**src/rtl/pipeline_pkg.sv**
```systemverilog
// Shared definitions for the pipeline hazard/forwarding logic.
//   FWD_*        2-bit operand forward-select codes
//   hfu_state_t  load-use stall FSM states
//   clog2        ceil(log2(value)) for sizing counters at elaboration time
package pipeline_pkg;

  localparam logic [1:0] FWD_RF  = 2'b00;  // register file read
  localparam logic [1:0] FWD_MEM = 2'b01;  // MEM-stage ALU result
  localparam logic [1:0] FWD_WB  = 2'b10;  // WB-stage busW
  localparam logic [1:0] FWD_RET = 2'b11;  // retired-writeback latch

  typedef enum logic {
    IDLE = 1'b0,
    HOLD = 1'b1
  } hfu_state_t;

  function automatic int unsigned clog2(input int unsigned value);
    int unsigned w;
    w = 0;
    while ((64'd1 << w) < 64'(value)) w++;
    return w;
  endfunction

endpackage

```
**src/rtl/fwd_match.sv**
```systemverilog
// Per-source producer comparison.
//   cons_valid            consumer instruction is real
//   src / src_use         source register and whether it is read
//   mem_v/mem_rw          MEM producer tag (valid & regwrite folded in)
//   mem_is_load           MEM producer is a load
//   wb_v/wb_rw            WB producer tag
//   ret_v/ret_rw          retired-writeback latch tag
//   sel                   forward select, priority MEM > WB > retired > regfile
//   load_hit              source depends on the load currently in MEM
module fwd_match
  import pipeline_pkg::*;
#(
  parameter int unsigned REG_AW   = 5,
  parameter bit          ZERO_REG = 1'b1
) (
  input  logic              cons_valid,
  input  logic [REG_AW-1:0] src,
  input  logic              src_use,
  input  logic              mem_v,
  input  logic [REG_AW-1:0] mem_rw,
  input  logic              mem_is_load,
  input  logic              wb_v,
  input  logic [REG_AW-1:0] wb_rw,
  input  logic              ret_v,
  input  logic [REG_AW-1:0] ret_rw,
  output logic [1:0]        sel,
  output logic              load_hit
);

  logic live;
  logic hit_mem;
  logic hit_wb;
  logic hit_ret;

  // register 0 is hard-wired, so it never creates a dependency when ZERO_REG is set
  assign live    = cons_valid & src_use & ~(ZERO_REG && (src == '0));
  assign hit_mem = live & mem_v & (src == mem_rw);
  assign hit_wb  = live & wb_v  & (src == wb_rw);
  assign hit_ret = live & ret_v & (src == ret_rw);

  always_comb begin
    sel = FWD_RF;
    if (hit_mem)      sel = FWD_MEM;
    else if (hit_wb)  sel = FWD_WB;
    else if (hit_ret) sel = FWD_RET;
  end

  assign load_hit = hit_mem & mem_is_load;

endmodule

```
**src/rtl/hazard_fwd_unit.sv**
```systemverilog
// Hazard detection and operand forwarding for the 5-stage pipeline.
//   clock, reset          rising-edge clock, synchronous active-high reset
//   ext_stall             whole-pipe freeze; holds FSM, retired latch and counter
//   cons_*                EX-stage consumer: valid, packed sources, per-source use
//   mem_*                 MEM-stage producer tag and load flag
//   wb_*                  WB-stage producer tag
//   fwd_sel               per-source 2-bit forward select
//   stall                 hold IF/ID/EX
//   bubble                inject a NOP into MEM
//   stall_cnt             saturating count of cycles with stall & !ext_stall
module hazard_fwd_unit
  import pipeline_pkg::*;
#(
  parameter int unsigned REG_AW   = 5,
  parameter int unsigned NUM_SRC  = 2,
  parameter int unsigned LOAD_LAT = 1,
  parameter bit          ZERO_REG = 1'b1,
  parameter int unsigned CNT_W    = 16
) (
  input  logic                      clock,
  input  logic                      reset,
  input  logic                      ext_stall,
  input  logic                      cons_valid,
  input  logic [NUM_SRC*REG_AW-1:0] cons_src,
  input  logic [NUM_SRC-1:0]        cons_use,
  input  logic                      mem_valid,
  input  logic [REG_AW-1:0]         mem_rw,
  input  logic                      mem_regwrite,
  input  logic                      mem_is_load,
  input  logic                      wb_valid,
  input  logic [REG_AW-1:0]         wb_rw,
  input  logic                      wb_regwrite,
  output logic [NUM_SRC*2-1:0]      fwd_sel,
  output logic                      stall,
  output logic                      bubble,
  output logic [CNT_W-1:0]          stall_cnt
);

  localparam int unsigned LAT_W = clog2(LOAD_LAT + 1);

  hfu_state_t           state, state_nxt;
  logic [LAT_W-1:0]     cnt, cnt_nxt;
  logic                 ret_v;
  logic [REG_AW-1:0]    ret_rw;
  logic                 mem_v;
  logic                 wb_v;
  logic [NUM_SRC-1:0]   load_hit;
  logic [NUM_SRC*2-1:0] sel_raw;
  logic                 hz;
  logic                 stall_fsm;

  assign mem_v = mem_valid & mem_regwrite;
  assign wb_v  = wb_valid & wb_regwrite;

  for (genvar g = 0; g < NUM_SRC; g++) begin : g_src
    fwd_match #(
      .REG_AW  (REG_AW),
      .ZERO_REG(ZERO_REG)
    ) u_match (
      .cons_valid (cons_valid),
      .src        (cons_src[g*REG_AW +: REG_AW]),
      .src_use    (cons_use[g]),
      .mem_v      (mem_v),
      .mem_rw     (mem_rw),
      .mem_is_load(mem_is_load),
      .wb_v       (wb_v),
      .wb_rw      (wb_rw),
      .ret_v      (ret_v),
      .ret_rw     (ret_rw),
      .sel        (sel_raw[g*2 +: 2]),
      .load_hit   (load_hit[g])
    );
  end

  // several sources hitting the same load still produce a single stall sequence
  assign hz = |load_hit;

  // The first stall cycle is spent in IDLE; HOLD covers the remaining LOAD_LAT-1.
  always_comb begin
    state_nxt = state;
    cnt_nxt   = cnt;
    stall_fsm = 1'b0;
    case (state)
      IDLE: begin
        stall_fsm = hz;
        if (hz && !ext_stall && (LOAD_LAT > 1)) begin
          state_nxt = HOLD;
          cnt_nxt   = LAT_W'(LOAD_LAT - 1);
        end
      end
      HOLD: begin
        stall_fsm = 1'b1;
        if (!ext_stall) begin
          cnt_nxt = cnt - 1'b1;
          if (cnt_nxt == '0) state_nxt = IDLE;
        end
      end
      default: state_nxt = IDLE;
    endcase
  end

  assign stall   = stall_fsm & ~reset;
  assign bubble  = stall & ~ext_stall;
  assign fwd_sel = reset ? '0 : sel_raw;

  always_ff @(posedge clock) begin
    if (reset) begin
      state     <= IDLE;
      cnt       <= '0;
      ret_v     <= 1'b0;
      ret_rw    <= '0;
      stall_cnt <= '0;
    end else if (!ext_stall) begin
      state  <= state_nxt;
      cnt    <= cnt_nxt;
      ret_v  <= wb_v;
      ret_rw <= wb_rw;
      if (stall && (stall_cnt != '1)) stall_cnt <= stall_cnt + 1'b1;
    end
  end

endmodule

```
**config.mk**
```make
export PLATFORM = sky130hd
export DESIGN_NAME = hazard_fwd_unit
export DESIGN_NICKNAME = d
export VERILOG_FILES = /design/src/rtl/pipeline_pkg.sv /design/src/rtl/fwd_match.sv /design/src/rtl/hazard_fwd_unit.sv
export SDC_FILE = /design/constraint.sdc
export NUM_CORES = 1
export LEC_CHECK = 0
export ABC_AREA = 1
export CAP_MARGIN = 10
export CORE_MARGIN = 5
export CORE_UTILIZATION = 48
export DETAILED_ROUTE_END_ITERATION = 7
export GPL_ROUTABILITY_DRIVEN = 0
export PLACE_DENSITY = 0.8
export SLEW_MARGIN = 20
export SYNTH_ARGS = -nofsm -noshare
export SYNTH_HDL_FRONTEND = slang
export SYNTH_SLANG_ARGS = --single-unit
```
**constraint.sdc**
```tcl
create_clock -name clock -period 1.6 [get_ports clock]
set_input_delay 0.32 -clock clock [delete_from_list [all_inputs] [get_ports clock]]
set_output_delay 0.32 -clock clock [all_outputs]
set_load 0.005 [all_outputs]
```
==> metrics, run 1 <==
outcome finished with violations; failing checks negative setup slack; leak pwr 0.00163 uW; I/O Buffers 52; Seq cells post-synth 24; worst hold path stage count 3; Post-Synth Adder-Cell Area 0.658%; HP Class in2reg; vias in the first global route 2365; CP max FO 2; Longest Clk Path Bufs 2; synth top area cells dfxtp_1, nand2_1, inv_1, nor2_1, nand3_1; Iteration-0 DRC Markers 270; R2R depth 11; Synth Area in Simple Gates 43.9%; commonest cells after routing, fill and taps aside nand2_1, buf_4, inv_1; initial antenna violation count 0; sequential share of the synthesized area 25.3%; type of destination of the critical path output pin; DRC viols 0; worst setup margin -383 ps; Critical Path RT 1280 ps; share of cells above drive strength 1 37.4%; # placed instances 462; critical path type reg2out; Final Cycle Share 124%; maximum VDD drop 0.000651 V; Area growth syn-to-layout 64.6%; DP Wirelength 4670 um; Std-Cell Rows 22; Core Box Area 3740 um^2; xor and xnor fraction of the mapped netlist area 7.37%; Tot Pwr 1410 uW; DRT Pass-1 Iters 6; post-route design area 3130 um^2; Mapped Cells 327; largest family of logic cells by synthesized area simple AND/OR/NAND/NOR gates; pre-CTS WS -1010 ps; Worst R2R Setup Slack 0 ps; wire per inst 15.8 um; Post-layout nets 464; CTS clk-pin slew, worst paths 80 ps; total global routing overflow 0; Critical Path Source Type flop; die area 5320 um^2; worst slew pin tran 295 ps; Initial Util 50.8%; commonest non-fill, non-tap cell in the layout nand2_1; mux contribution to synthesized area 0%; CTS sink count 24; I/O pin count 53; Synth Area in Compound Gates 8.36%; CTS tree yes; Placed Area 2770 um^2; # H-tree levels 1; Final Critical Period 1980 ps; Ys Warns 0; Netlist cell types 30; Fillers 231; hold_buf cts 0; max cap viols 0; Post-DRT Antenna Nets 0; gr usage total 25.1%; top cell type's share of synthesized area 25.3%; RSZ-0062 raised after global routing true; skew final 5.78 ps; Post-Syn Nets 359; ANT cells 0; Slew Limit Headroom 80.3%; Slew Viols, Final 0; Post-Route WL 7560 um; Mean Syn Cell Area 5.82 um^2; largest net degree at the start of global routing 27; largest area contributor in the netlist dfxtp_1; cell area after synthesis 1900 um^2; setup violators final 7; clock latency on the worst-skew pair 270 ps; Critical Path AT 1660 ps; global-route wire length before repair 10600 um; Die W 72.9 um; Max Freq 504 MHz; DR vias/cell 5.58; via count 2672; height of the die 72.9 um; Finished Layout Cells 479; Num CTS Buffers 3; Hold Fails Final Rpt 0; clk root buf clkbuf_8; Pwr Density 449 nW/um^2
## repair_timing
item | 4_1_cts | 5_1_grt
pin swaps | 31 | 26
resized for setup | 140 | 65
setup endpoints to repair | 22 | 34
buffers inserted | 8 | 6
## power breakdown
group          leakage, uW  internal, uW  switching, uW
clock network    0.0000288           220            191
registers         0.000202           607           13.9
logic              0.00140           170            204
## synthesized netlist by cell type, drive strengths merged
cell type / count
o221ai: 1
xnor2: 9
nand2: 88
o211ai: 1
nor4: 2
o2111ai: 1
o2111a: 1
a211oi: 1
buf: 5
o21ai: 9
inv: 60
ha: 1
nand3: 29
nor3: 6
dfxtp: 24
a21oi: 14
or2: 1
xor2: 7
nor2: 47
nand4: 17
clkbuf: 3
## cells by family after synthesis
kind of cell | count (synthesis)
AO/OA/AOI/OAI | 28
XOR/XNOR | 16
adder cells (fa/ha/maj) | 1
buffers and inverters | 68
flip-flops | 24
AND/OR/NAND/NOR | 190
## sequential cells by signal, indices dropped and copies added (netlist names)
signal,cells
cnt,1
ret_rw,5
ret_v,1
stall_cnt,16
state,1
## worst max-delay path, cell delays in order (launching register included)
cell and delay [ps]:
dfxtp_2 350, inv_2 40, a21oi_2 140, o21ai_2 100, nor4_2 330, buf_4 170
nand2_2 50, a21oi_2 110, buf_2 120
## stage by stage
stage | TNS, ps | hold slack (ps) | util [%]
2_1_floorplan | 0 | 432 | -
3_3_place_gp | -15820 | 437 | 74.0
3_5_place_dp | -16630 | 464 | 74.0
4_1_cts | -973 | 470 | 77.6
5_1_grt | -2860 | 454 | 83.6
6_report | -1400 | 427 | 83.6
## per-layer routing
metal  vias to the layer above  global-route usage [%]  part of all wire [%]
met4                         0                    4.92                   4.8
met5                         -                       0                     0
met1                      1211                    32.7                    37
met3                        53                    4.55                   8.2
li1                       1247                       -                     -
met2                       161                    43.4                    49
## worst paths after layout
path                                   start            to
worst max register to register  stall_cnt[0]  stall_cnt[4]
worst min register to register           cnt         state
worst min-delay path                   reset  stall_cnt[3]
worst max-delay path                   ret_v    fwd_sel[2]
## area by class of cell
cell class                 count  area, um^2  share of cell area (%)
multi-input combinational    235        1380                    44.0
timing repair buffer         108         905                    28.9
tap                           48        60.1                    1.92
inverter                      60         230                    7.35
clock buffer                   4        55.1                    1.76
sequential                    24         503                    16.1
(Power assumes the default switching activity.)
==> run 2, diff against run 1 <==
==> constraint.sdc (replaced) <==
create_clock -name clock -period 2.2 [get_ports clock]
set_input_delay 0.44 -clock clock [delete_from_list [all_inputs] [get_ports clock]]
set_output_delay 0.44 -clock clock [all_outputs]
set_load 0.005 [all_outputs]
==> metrics, run 2 (same netlist as run 1, synthesis figures left out) <==
Fillers 326; area of the multi-input gates 1200 um^2; Critical Path Source Type input port; Post-Route WL 5850 um; commonest non-fill, non-tap cell in the layout nand2_1; leak pwr 0.00135 uW; ANT cells 0; Pwr Density 396 nW/um^2; vias in the first global route 2147; die area 5320 um^2; Iteration-0 DRC Markers 226; Core Box Area 3740 um^2; via count 2371; total global routing overflow 0; met3 Resource Use GR 3.99%; layer with the highest usage met2; Hold WS 458 ps; largest net degree at the start of global routing 27; DRT Pass-1 Iters 5; Longest Clk Path Bufs 2; Largest register FFs 16; Fin Setup TNS 0 ps; slowest stage delay, CP 280 ps; worst path bufs/invs 3; Area growth syn-to-layout 42.4%; CTS sink count 24; I/O pin count 53; Slew Viols, Final 0; DP Wirelength 4520 um; height of the die 72.9 um; Initial Util 50.8%; Slew Limit Headroom 80.5%; # H-tree levels 1; maximum VDD drop 0.000456 V; cells along the critical path dlygate4sd2_1 -> buf_4 -> xor2_1 -> nor2_1 -> nand3_1 -> nand2_1 -> nand2_2 -> a21oi_2 -> buf_2; Final Cycle Share 96.6%; DR vias/cell 5.26; I/O Buffers 52; post-route design area 2710 um^2; Post-DRT Antenna Nets 0; Finished Layout Cells 451; Placed Area 2640 um^2; wire per inst 13.0 um; hold_buf cts 0; Top Registers stall_cnt x16, ret_rw x5; # placed instances 447; Critical Path AT 1690 ps; Final Critical Period 2130 ps; CP max FO 4; Die W 72.9 um; family with the most delay on the worst path buffers and inverters; clock latency on the worst-skew pair 270 ps; worst slew pin tran 291 ps; setup violators final 0; Num CTS Buffers 3; critical path's slowest cell dlygate4sd2_1; Critical Path RT 1760 ps; clk root buf clkbuf_8; type of destination of the critical path output pin; Std-Cell Rows 22; initial antenna violation count 0; Hold Fails Final Rpt 0; CTS clk-pin slew, worst paths 100 ps; global-route wire length before repair 9610 um; Biggest register stall_cnt; GRT met2 Usage 37.2%; gr usage total 22.4%; critical path type in2out; outcome finished, final reports clean; register area 480 um^2; HP Class reg2reg; share of cells above drive strength 1 16.1%; Tot Pwr 1070 uW; Post-layout nets 436; skew final 6.72 ps; Max Freq 470 MHz; DRC viols 0; commonest cells after routing, fill and taps aside nand2_1, inv_1, nor2_1; postcts setup bufs 0; max cap viols 0; CTS tree yes; M1 GR Usage 30.3%
-- run 2: cell count changes in the layout (fill, tap and decap cells not counted), moves of 6 or more --
cell	delta
clkdlybuf4s50_1	+8
dlygate4sd2_1	+8
nand2_2	-6
nand3_1	+6
nor2_1	+6
inv_1	+6
dfxtp_1	+16
buf_6	-8
buf_4	-20
buf_2	-13
nand2_1	+7
dfxtp_2	-15
-- run 2: layer usage --
metal	wire (um)	part of all wire (%)
met1	2590	44
met2	2770	47
met3	435	7.4
met4	63	1.1
met5	0	0
-- run 2: path summary, 6_finish.rpt --
check	startpoint	endpoint	slack [ps]	cells after the start
max	cons_src[6]	bubble	70	9
min reg2reg	cnt	state	460	1
min	cnt	state	460	1
max reg2reg	stall_cnt[1]	stall_cnt[7]	330	12
-- run 2: timing repair --
item | 4_1_cts | 5_1_grt
gates resized for setup | 51 | 20
pin swaps | 10 | 14
setup endpoints to repair | 9 | 8
-- run 2: through the flow --
| step | utilization [%] | setup slack, ps |
|---|---|---|
| 3_5_place_dp | 70.6 | -592 |
| 6_report | 72.3 | 74.3 |
| 4_1_cts | 71.8 | -4.86 |
| 5_1_grt | 72.3 | -47.2 |
| 2_1_floorplan | - | 494 |
| 3_3_place_gp | 70.6 | -585 |
-- run 2: area by class of cell --
cell class	instances	area share, %
Clock buffer	3	1.52
Clock inverter	1	1.11
Inverter	60	8.32
Multi-Input combinational cell	235	44.3
Sequential cell	24	17.7
Tap cell	48	2.22
Timing Repair Buffer	80	24.8
-- run 2: report_power, final --
part	switching, uW	leakage (uW)	internal, uW
Clock	156	0.0000357	243
Combinational	119	0.00112	104
Sequential	9.24	0.000195	442
